[src/rtl/mem_port_arbiter_pkg.sv]
// ---------------------------------------------------------------------------
// mem_port_arbiter_pkg
// Shared definitions for the unified memory port arbiter:
//   - state_t : arbiter FSM state encoding (IDLE, ACCESS, RESP)
//   - SEL_IF / SEL_DM : address/write-data mux select values
// ---------------------------------------------------------------------------
package mem_port_arbiter_pkg;

   typedef enum logic [1:0] {
      IDLE   = 2'd0,
      ACCESS = 2'd1,
      RESP   = 2'd2
   } state_t;

   // Select values for the twoToOneMux instances at the top level.
   localparam logic SEL_IF = 1'b0;  // mux in0
   localparam logic SEL_DM = 1'b1;  // mux in1

endpackage : mem_port_arbiter_pkg

[src/rtl/mem_port_arbiter.sv]
// ---------------------------------------------------------------------------
// mem_port_arbiter
// Shares one memory port between instruction fetch (IF) and data memory (DM).
// Arbitrates in IDLE, strobes the memory once, waits a fixed LATENCY, then
// pulses the winner's done flag and returns the read data.
//
// Parameters:
//   LATENCY      cycles from mem_en to valid mem_rdata (1..15)
//   STARVE_LIMIT DM wins in a row over a waiting IF before IF is favoured (1..15)
//
// Ports:
//   clk, rst      rising-edge clock, synchronous active-high reset
//   if_req        IF read request, held until if_done
//   if_done       one-cycle pulse, IF access complete
//   dm_req/dm_we  DM request and write flag, held until dm_done
//   dm_done       one-cycle pulse, DM access complete
//   mem_sel       mux select: SEL_IF (0) or SEL_DM (1)
//   mem_en/mem_we one-cycle memory strobe and its write enable
//   mem_rdata     memory read data, valid LATENCY cycles after mem_en
//   resp_rdata    read data, valid during the done cycle
//   busy          high in every state except IDLE
// ---------------------------------------------------------------------------
module mem_port_arbiter
   import mem_port_arbiter_pkg::*;
#(
   parameter int unsigned LATENCY      = 2,
   parameter int unsigned STARVE_LIMIT = 4
) (
   input  logic        clk,
   input  logic        rst,
   input  logic        if_req,
   output logic        if_done,
   input  logic        dm_req,
   input  logic        dm_we,
   output logic        dm_done,
   output logic        mem_sel,
   output logic        mem_en,
   output logic        mem_we,
   input  logic [31:0] mem_rdata,
   output logic [31:0] resp_rdata,
   output logic        busy
);

   localparam logic [3:0] LAT_LOAD  = 4'(LATENCY - 1);
   localparam logic [3:0] STREAK_MAX = 4'(STARVE_LIMIT);

   state_t      state;
   logic [3:0]  lat_cnt;
   logic [3:0]  streak;
   logic        txn_we;     // current transaction is a DM write
   logic [31:0] resp_q;     // last captured read data

   logic        grant_valid;
   logic        grant_dm;

   // DM normally wins a collision; once it has won STARVE_LIMIT times in a
   // row while IF waited, IF takes the next grant.
   always_comb begin
      grant_valid = if_req | dm_req;
      grant_dm    = dm_req & ~(if_req & (streak == STREAK_MAX));
   end

   // NOTE: every register here is assigned with <= so all of them update
   // from the same pre-edge values; blocking assignments would let later
   // statements see half-updated state.
   always_ff @(posedge clk) begin
      if (rst) begin
         state   <= IDLE;
         mem_sel <= SEL_IF;
         mem_en  <= 1'b0;
         mem_we  <= 1'b0;
         if_done <= 1'b0;
         dm_done <= 1'b0;
         busy    <= 1'b0;
         lat_cnt <= 4'd0;
         streak  <= 4'd0;
         txn_we  <= 1'b0;
         resp_q  <= 32'h0;
      end else begin
         // Strobes default low so each is a single-cycle pulse.
         mem_en  <= 1'b0;
         mem_we  <= 1'b0;
         if_done <= 1'b0;
         dm_done <= 1'b0;

         case (state)
            IDLE: begin
               // mem_sel holds its last value while nothing is requested.
               if (grant_valid) begin
                  state   <= ACCESS;
                  busy    <= 1'b1;
                  mem_sel <= grant_dm ? SEL_DM : SEL_IF;
                  mem_en  <= 1'b1;
                  mem_we  <= grant_dm & dm_we;
                  txn_we  <= grant_dm & dm_we;
                  lat_cnt <= LAT_LOAD;
                  if (!grant_dm)
                     streak <= 4'd0;
                  else if (if_req && streak != STREAK_MAX)
                     streak <= streak + 4'd1;
               end
            end

            ACCESS: begin
               if (lat_cnt == 4'd0) begin
                  state <= RESP;
                  if (mem_sel == SEL_DM)
                     dm_done <= 1'b1;
                  else
                     if_done <= 1'b1;
               end else begin
                  lat_cnt <= lat_cnt - 4'd1;
               end
            end

            RESP: begin
               state <= IDLE;
               busy  <= 1'b0;
               if (!txn_we)
                  resp_q <= mem_rdata;
            end

            default: begin
               state <= IDLE;
               busy  <= 1'b0;
            end
         endcase
      end
   end

   // mem_rdata only becomes valid in the done cycle itself, so reads are
   // forwarded straight through during RESP; outside RESP (and for writes)
   // the last captured value is shown.
   always_comb begin
      resp_rdata = resp_q;
      if (state == RESP && !txn_we)
         resp_rdata = mem_rdata;
   end

endmodule : mem_port_arbiter

[config.mk]
export PLATFORM = sky130hd
export DESIGN_NAME = mem_port_arbiter
export DESIGN_NICKNAME = d
export VERILOG_FILES = /design/src/rtl/mem_port_arbiter_pkg.sv /design/src/rtl/mem_port_arbiter.sv
export SDC_FILE = /design/constraint.sdc
export NUM_CORES = 1
export LEC_CHECK = 0
export ABC_CLOCK_PERIOD_IN_PS = 4350
export BUFFER_PORTS_ARGS = -buffer_cell sky130_fd_sc_hd__buf_2
export CAP_MARGIN = 40
export CORE_AREA = 2 2 66 68
export DETAILED_ROUTE_END_ITERATION = 10
export DIE_AREA = 0 0 68 70
export PLACE_DENSITY = 0.81
export SYNTH_ARGS = -nofsm -noshare
export SYNTH_HDL_FRONTEND = slang
export SYNTH_SLANG_ARGS = --single-unit
[constraint.sdc]
create_clock -name clk -period 4.35 [get_ports clk]
set_clock_uncertainty 0.15 [all_clocks]
set_input_delay 0.6525 -clock clk [delete_from_list [all_inputs] [get_ports clk]]
set_output_delay 0.6525 -clock clk [all_outputs]
set_load 0.01 [all_outputs]
# Word-level counts from Yosys, hierarchy flattened
# Index checks and enable logic that the tools add are counted.
[op_classes]
bitwise_logic = 10
n_reduce_logical = 15
n_eq_ne = 8
muxes = 15
n_addsub = 2
[ops]
columns = ["op", "n"]
rows = [
  ["32-bit 2-to-1 mux", 1],
  ["4-bit 2-to-1 mux", 4],
  ["4-bit case mux with 2 select lines", 1],
  ["2-bit AND reduction", 4],
  ["2-bit != test (second input constant)", 3],
  ["1-bit NOT", 6],
  ["3-bit AND reduction", 2],
  ["3-bit OR reduction", 2],
  ["1-bit 2-to-1 mux", 5],
  ["4-bit by 1-bit adder with 4-bit output (second input constant)", 1],
  ["4-bit by 3-bit equality test with 1-bit output (second input constant)", 1],
  ["4-bit logical NOT", 1],
  ["2-bit 2-to-1 mux", 2],
  ["4-bit by 3-bit != test with 1-bit output (second input constant)", 1],
  ["2-bit case mux with 2 select lines", 1],
  ["4-bit by 1-bit subtractor with 4-bit output (second input constant)", 1],
  ["1-bit AND", 3],
  ["2-bit by 1-bit equality test with 1-bit output (second input constant)", 1],
  ["2-bit equality test (second input constant)", 1],
  ["1-bit logical AND", 2],
  ["2-bit logical NOT", 1],
  ["2-bit by 1-bit != test with 1-bit output (second input constant)", 1],
  ["1-bit case mux with 2 select lines", 1],
  ["2-bit nonzero test", 1],
  ["other kinds (3)", 3],
]
[totals]
out_inout_bits = 38
wordCells = 61
regBits = 49

# Depth between registers and ports, before layout
# Gate-level depths: netlist (run 1).
[logic_depth]
word_depth = 6
ltp_mapped = 5
mapped_depth_nobuf = 5

# Least setup slack after synthesis (run 1)
# OpenSTA, ideal clock, no wires.
[synth_timing]
path_kind = "flip-flop to output port"
start = "reg state[1]"
end = "out resp_rdata[10]"
required_time_ns = 3.547
slack_ns = 2.263
arrival_time_ns = 1.285
stages_incl_launch_ff = 4
path_cell_list = "dfxtp_1 > nor3b_4 > buf_4 > mux2_2"
[synth_between]
elab_chain_cells = 3
[synth_rtl]
columns = ["item", "line", "rtl"]
rows = [
  ["start, declared", "mem_port_arbiter.sv:47", "state_t state;"],
  ["start signal, assigned", "mem_port_arbiter.sv:68", "state <= IDLE;"],
  ["start signal, assigned", "mem_port_arbiter.sv:90", "state <= ACCESS;"],
  ["start signal, assigned", "mem_port_arbiter.sv:106", "state <= RESP;"],
  ["2-bit equality test", "mem_port_arbiter.sv:136", "if (state == RESP && !txn_we)"],
  ["1-bit logical AND", "mem_port_arbiter.sv:136", ""],
  ["32-bit 2-to-1 mux", "mem_port_arbiter.sv:136", ""],
  ["end, declared", "mem_port_arbiter.sv:40", "output logic [31:0] resp_rdata,"],
]
# Every way passes these cells.

# Final worst setup path (run 1)
[layout_timing]
start = "reg state[1]"
end = "out resp_rdata[3]"
# Same word-level chain as after synthesis.

==> results of run 1 <==
-- cell usage in the layout (no fill, tap or decap), types with 2 or more instances in the layout --
master,netlist,routed
buf_2,0,74
o21ai_0,7,7
and2b_1,10,10
or3_1,4,4
nand2b_1,2,2
inv_1,6,6
nor3b_1,2,2
nor2_1,4,4
mux2_1,5,5
nand3_1,2,2
clkbuf_8,0,6
nand2_1,4,4
ha_1,3,3
nor2b_1,23,23
or4_1,2,2
dfxtp_1,49,49
a21oi_1,7,7
mux2_2,27,27
a221oi_1,2,2
-- metal layers --
metal	global-route usage [%]	share of wire [%]
met5	0	0
met4	7.33	1.8
met2	25.9	44
met3	5.48	8.7
met1	18.7	46
-- worst paths after layout --
| check | endpoint | startpoint | depth (start not counted) | slack [ns] |
|---|---|---|---|---|
| setup reg to reg | resp_q[17] | state[1] | 4 | 2.50 |
| hold / removal | if_done | mem_sel | 1 | 0.32 |
| hold reg to reg | if_done | mem_sel | 1 | 0.32 |
| setup / recovery | resp_rdata[3] | state[1] | 4 | 1.68 |
-- final cells by class --
class	instances	area [um^2]
fillers	348	1650
flip-flops and latches	49	981
multi-input cells	121	961
repair buffers	75	378
clock buffers	7	86.3
well taps	52	65.1
inverters	6	22.5
-- cell families (layout without fill, tap and decap cells) --
logic type	Yosys count	after routing	synth area share (%)
XOR/XNOR	1	1	0.435
AND/OR/NAND/NOR	63	63	20.5
buffers and inverters	14	88	3.54
adder cells (fa/ha/maj)	3	3	1.86
flip-flops	49	49	48.7
AO/OA/AOI/OAI	22	22	7.02
multiplexers	32	32	17.9
-- flip-flops by register name, summed over array words and instances, names as in the netlist --
signal,flops
dm_done,1
txn_we,1
if_done,1
busy,1
mem_en,1
lat_cnt,4
mem_we,1
streak,4
state,2
resp_q,32
mem_sel,1
-- critical path: stages (launching register included) --
cell and delay, ns:
dfxtp_1 0.43, nor3b_4 0.21, buf_4 0.39, mux2_2 0.40, buf_2 0.14
-- power by group --
| part | internal, mW | switching (mW) | leakage [nW] |
|---|---|---|---|
| clock network | 0.126 | 0.135 | 0.0443 |
| registers | 0.472 | 0.0131 | 0.398 |
| logic | 0.0803 | 0.0814 | 0.765 |
==> results.cfg, run 1 <==
[layout]
areaGrowthSynthToFinish_pct = 23.9
design_area_mm2 = 0.00249
post_route_cells_drive_above_1_share_pct = 44.2
finish.utilization_pct = 60.2
antenna_cells = 0
fin_nets = 298
fin_cells = 310

[sta]
slew_violations = 0
hold_violations = 0
hold_slack_ns = 0.321
fin_crit_ns = 2.67
relSlewSlack_pct = 48.2
setup_viol = 0
final.period_utilization_pct = 61.4
worst_slack_ns = 1.68
worstMarginPinSlew_ns = 0.777
clock.fmax_ghz = 0.374
rsz0062_at_grt = false
fin_tns_setup_ns = 0

[floorplan]
std_cell_rows = 24
die_area_mm2 = 0.00476
start_util_pct = 48.6
core_area_mm2 = 0.00414
die_y_um = 70
ios = 75
die_width_um = 68

[synthesis]
synthFlopType = dfxtp_1
ys.warnings.count = 0
synth_top_area_share_pct = 48.7
syn_nets = 224
netlist_area_mm2 = 0.00201
yosysMostFrequentCell = dfxtp_1
ys_async_sr_fraction_pct = 0
syn_avg_cell_area_um2 = 10.9
synth_common_cells = 49 x dfxtp_1, 27 x mux2_2, 23 x nor2b_1
synth_area_leader_cell = dfxtp_1
synth-seq-cells = 49
yosysSeqAreaShare_pct = 48.7
synthTopCellsByArea = dfxtp_1 49%, mux2_2 15%, nor2b_1 7.1%
postSynthCellCount = 184
synth_edf_count = 0
synth_cell_type_count = 38

[grt]
grt_max_degree = 48
track_usage_pct = 16.0
grt_pass1_wl_um = 5740
grt_pass1_vias = 1339
antenna_found_initial = 0
grt_overflow = 0

[power]
peakVddDrop_uv = 141
p_leak_nw = 1.21
power.total_mw = 0.908
power-per-cell-area_mw_per_mm2 = 364

[drt]
ant_nets = 0
via_count = 1515
drc = 0
post_drt_wl_per_cell_um = 12.1
first_pass_iters = 4
viasPerCell = 4.89
drt_iter0_drc = 34
wl_um = 3750

[setup_path]
start_kind = flip-flop
crit_required_ns = 3.55
crit_fanout = 32
endpoint_kind = output port
cp_data_arrival_time_ns = 1.87
path_class = reg2out

[clock_tree]
cts_resized = 0
clk_latency_ns = 0.30
hold_buffers = 0
cts.sinks = 49
postCtsSetupBuffers = 0
cts_buffers = 5
cts_max_level = 2
cts_tree = yes
path_clk_slew_ns = 0.08
clock-root-buffer = clkbuf_8
clock_path_buffers = 2

[outcome]
status = completed

[place]
dp_cells = 303
portBuffers = 74
gp_congestion = 0.777
place_ws_ns = 1.98
dpl_cell_area_mm2 = 0.00241
hpwlAfterDp_um = 2710

[run]
max-cap-violations = 0

[hold_path]
hp-class = reg2reg
Note: power is estimated with default switching activity, not from simulation.
==> run 2, diff against run 1 <==
--- a/config.mk
+++ b/config.mk
@@ -5,13 +5,13 @@
 export SDC_FILE = /design/constraint.sdc
 export NUM_CORES = 1
 export LEC_CHECK = 0
-export ABC_CLOCK_PERIOD_IN_PS = 4350
+export ABC_CLOCK_PERIOD_IN_PS = 2700
 export BUFFER_PORTS_ARGS = -buffer_cell sky130_fd_sc_hd__buf_2
 export CAP_MARGIN = 40
-export CORE_AREA = 2 2 66 68
+export CORE_AREA = 2 2 68 70
 export DETAILED_ROUTE_END_ITERATION = 10
-export DIE_AREA = 0 0 68 70
-export PLACE_DENSITY = 0.81
+export DIE_AREA = 0 0 70 72
+export PLACE_DENSITY = 0.77
 export SYNTH_ARGS = -nofsm -noshare
 export SYNTH_HDL_FRONTEND = slang
 export SYNTH_SLANG_ARGS = --single-unit
==> constraint.sdc (replaced) <==
create_clock -name clk -period 2.7 [get_ports clk]
set_clock_uncertainty 0.15 [all_clocks]
set_input_delay 0.405 -clock clk [delete_from_list [all_inputs] [get_ports clk]]
set_output_delay 0.405 -clock clk [all_outputs]
set_load 0.01 [all_outputs]
==> results.cfg, run 2 (synthesis gave the netlist of run 1 again) <==
[outcome]
status = completed

[setup_path]
crit_required_ns = 2.14
path_class = reg2out
endpoint_kind = output port
crit_start = state[1]
worstRegToRegCells = 4
cp_data_arrival_time_ns = 1.86
crit_fanout = 32
start_kind = flip-flop
cp-endpoint = resp_rdata[6]
reg2reg_to = resp_q[9]
reg2reg_setup_slack_ns = 0.87
r2r-start = state[1]

[grt]
grt_pass1_wl_um = 6330
grt_max_degree = 35
grt_overflow = 0
track_usage_pct = 15.7
antenna_found_initial = 0
grt_pass1_vias = 1426

[hold_path]
min_from = dm_we
holdPathStages = 3
hp-class = in2reg

[clock_tree]
hold_buffers = 0
cts_tree = yes
path_clk_slew_ns = 0.08
cts_max_level = 2
cts_resized = 0
cts.sinks = 49
clk_latency_ns = 0.29
cts_buffers = 5
clock_path_buffers = 2
postCtsSetupBuffers = 0
clock-root-buffer = clkbuf_8

[drt]
first_pass_iters = 4
viasPerCell = 4.90
via_count = 1528
drc = 0
drt_iter0_drc = 78
wl_um = 3750
ant_nets = 0
post_drt_wl_per_cell_um = 12.0

[layout]
final_common_cell = buf_2
fin_cells = 312
final_cell_mix = 74 x buf_2, 49 x dfxtp_1, 27 x mux2_2
top_register = resp_q
finish.utilization_pct = 59.4
areaGrowthSynthToFinish_pct = 25.7
reg_top3 = resp_q (32), lat_cnt (4), streak (4)
largest_reg_flops = 32
post_route_cells_drive_above_1_share_pct = 44.6
antenna_cells = 0
fin_nets = 299

[floorplan]
die_width_um = 70
std_cell_rows = 24
start_util_pct = 47.2
ios = 75
die_area_mm2 = 0.00504
die_y_um = 72
core_area_mm2 = 0.00426

[sta]
hold_violations = 0
slew_violations = 0
hold_slack_ns = 0.249
fin_tns_setup_ns = 0
worstMarginPinSlew_ns = 0.609
final.period_utilization_pct = 89.5
fin_crit_ns = 2.42
relSlewSlack_pct = 59.0
setup_viol = 0
clock.fmax_ghz = 0.414
rsz0062_at_grt = false

[power]
p_leak_nw = 1.23
power-per-cell-area_mw_per_mm2 = 622
peakVddDrop_uv = 260

[place]
gp_congestion = 0.769
dp_cells = 304
portBuffers = 74
hpwlAfterDp_um = 2710

[run]
max-cap-violations = 0
[run 2: changes by cell type in the layout (fill, tap and decap cells not counted), sizes merged]
| cell | delta |
|---|---|
| buf | +1 |
| bufinv | +1 |
[run 2: how the worst min path moves through the flow]
stage	end
floorplan	lat_cnt[0]
global placement	if_done
detailed placement	if_done
CTS	mem_we
global route	mem_we
finish	txn_we
[run 2: final cells by class]
type | count | area, um^2
clock buffers | 7 | 86.3
multi-input cells | 121 | 961
repair buffers | 76 | 385
fillers | 373 | 1730
clock inverters | 1 | 30.0
flip-flops and latches | 49 | 981
well taps | 52 | 65.1
inverters | 6 | 22.5
[run 2: per-layer routing]
| layer | share of wire, % | track usage [%] | wire (um) | up-vias |
|---|---|---|---|---|
| li1 | - | - | - | 779 |
| met1 | 47 | 20.0 | 1770 | 698 |
| met2 | 45 | 25.6 | 1680 | 46 |
| met3 | 7.0 | 4.86 | 261 | 5 |
| met4 | 1.3 | 5.13 | 47 | 0 |
| met5 | 0 | 0 | 0 | - |
[run 2: through the flow]
| stage | setup WS (ns) | power (mW) | area, um^2 |
|---|---|---|---|
| final | 0.283 | 1.57 | 2530 |
| after global routing | 0.149 | 1.66 | 2530 |
| after CTS | 0.262 | 1.59 | 2530 |
| after detailed placement | 0.594 | 1.06 | 2410 |
| after global placement | 0.609 | 1.06 | 2410 |
| after floorplan | 0.860 | 0.971 | 2010 |
[run 2: power breakdown]
part,internal [mW],switching [mW],total (mW)
registers,0.760,0.0216,0.782
clock network,0.302,0.229,0.532
logic,0.130,0.131,0.261
total,1.19,0.383,1.57
[run 2: worst max-delay path, stage by stage (launching register included)]
cell	delay, ns
dfxtp_1	0.43
nor3b_4	0.20
buf_4	0.38
mux2_2	0.40
buf_2	0.14
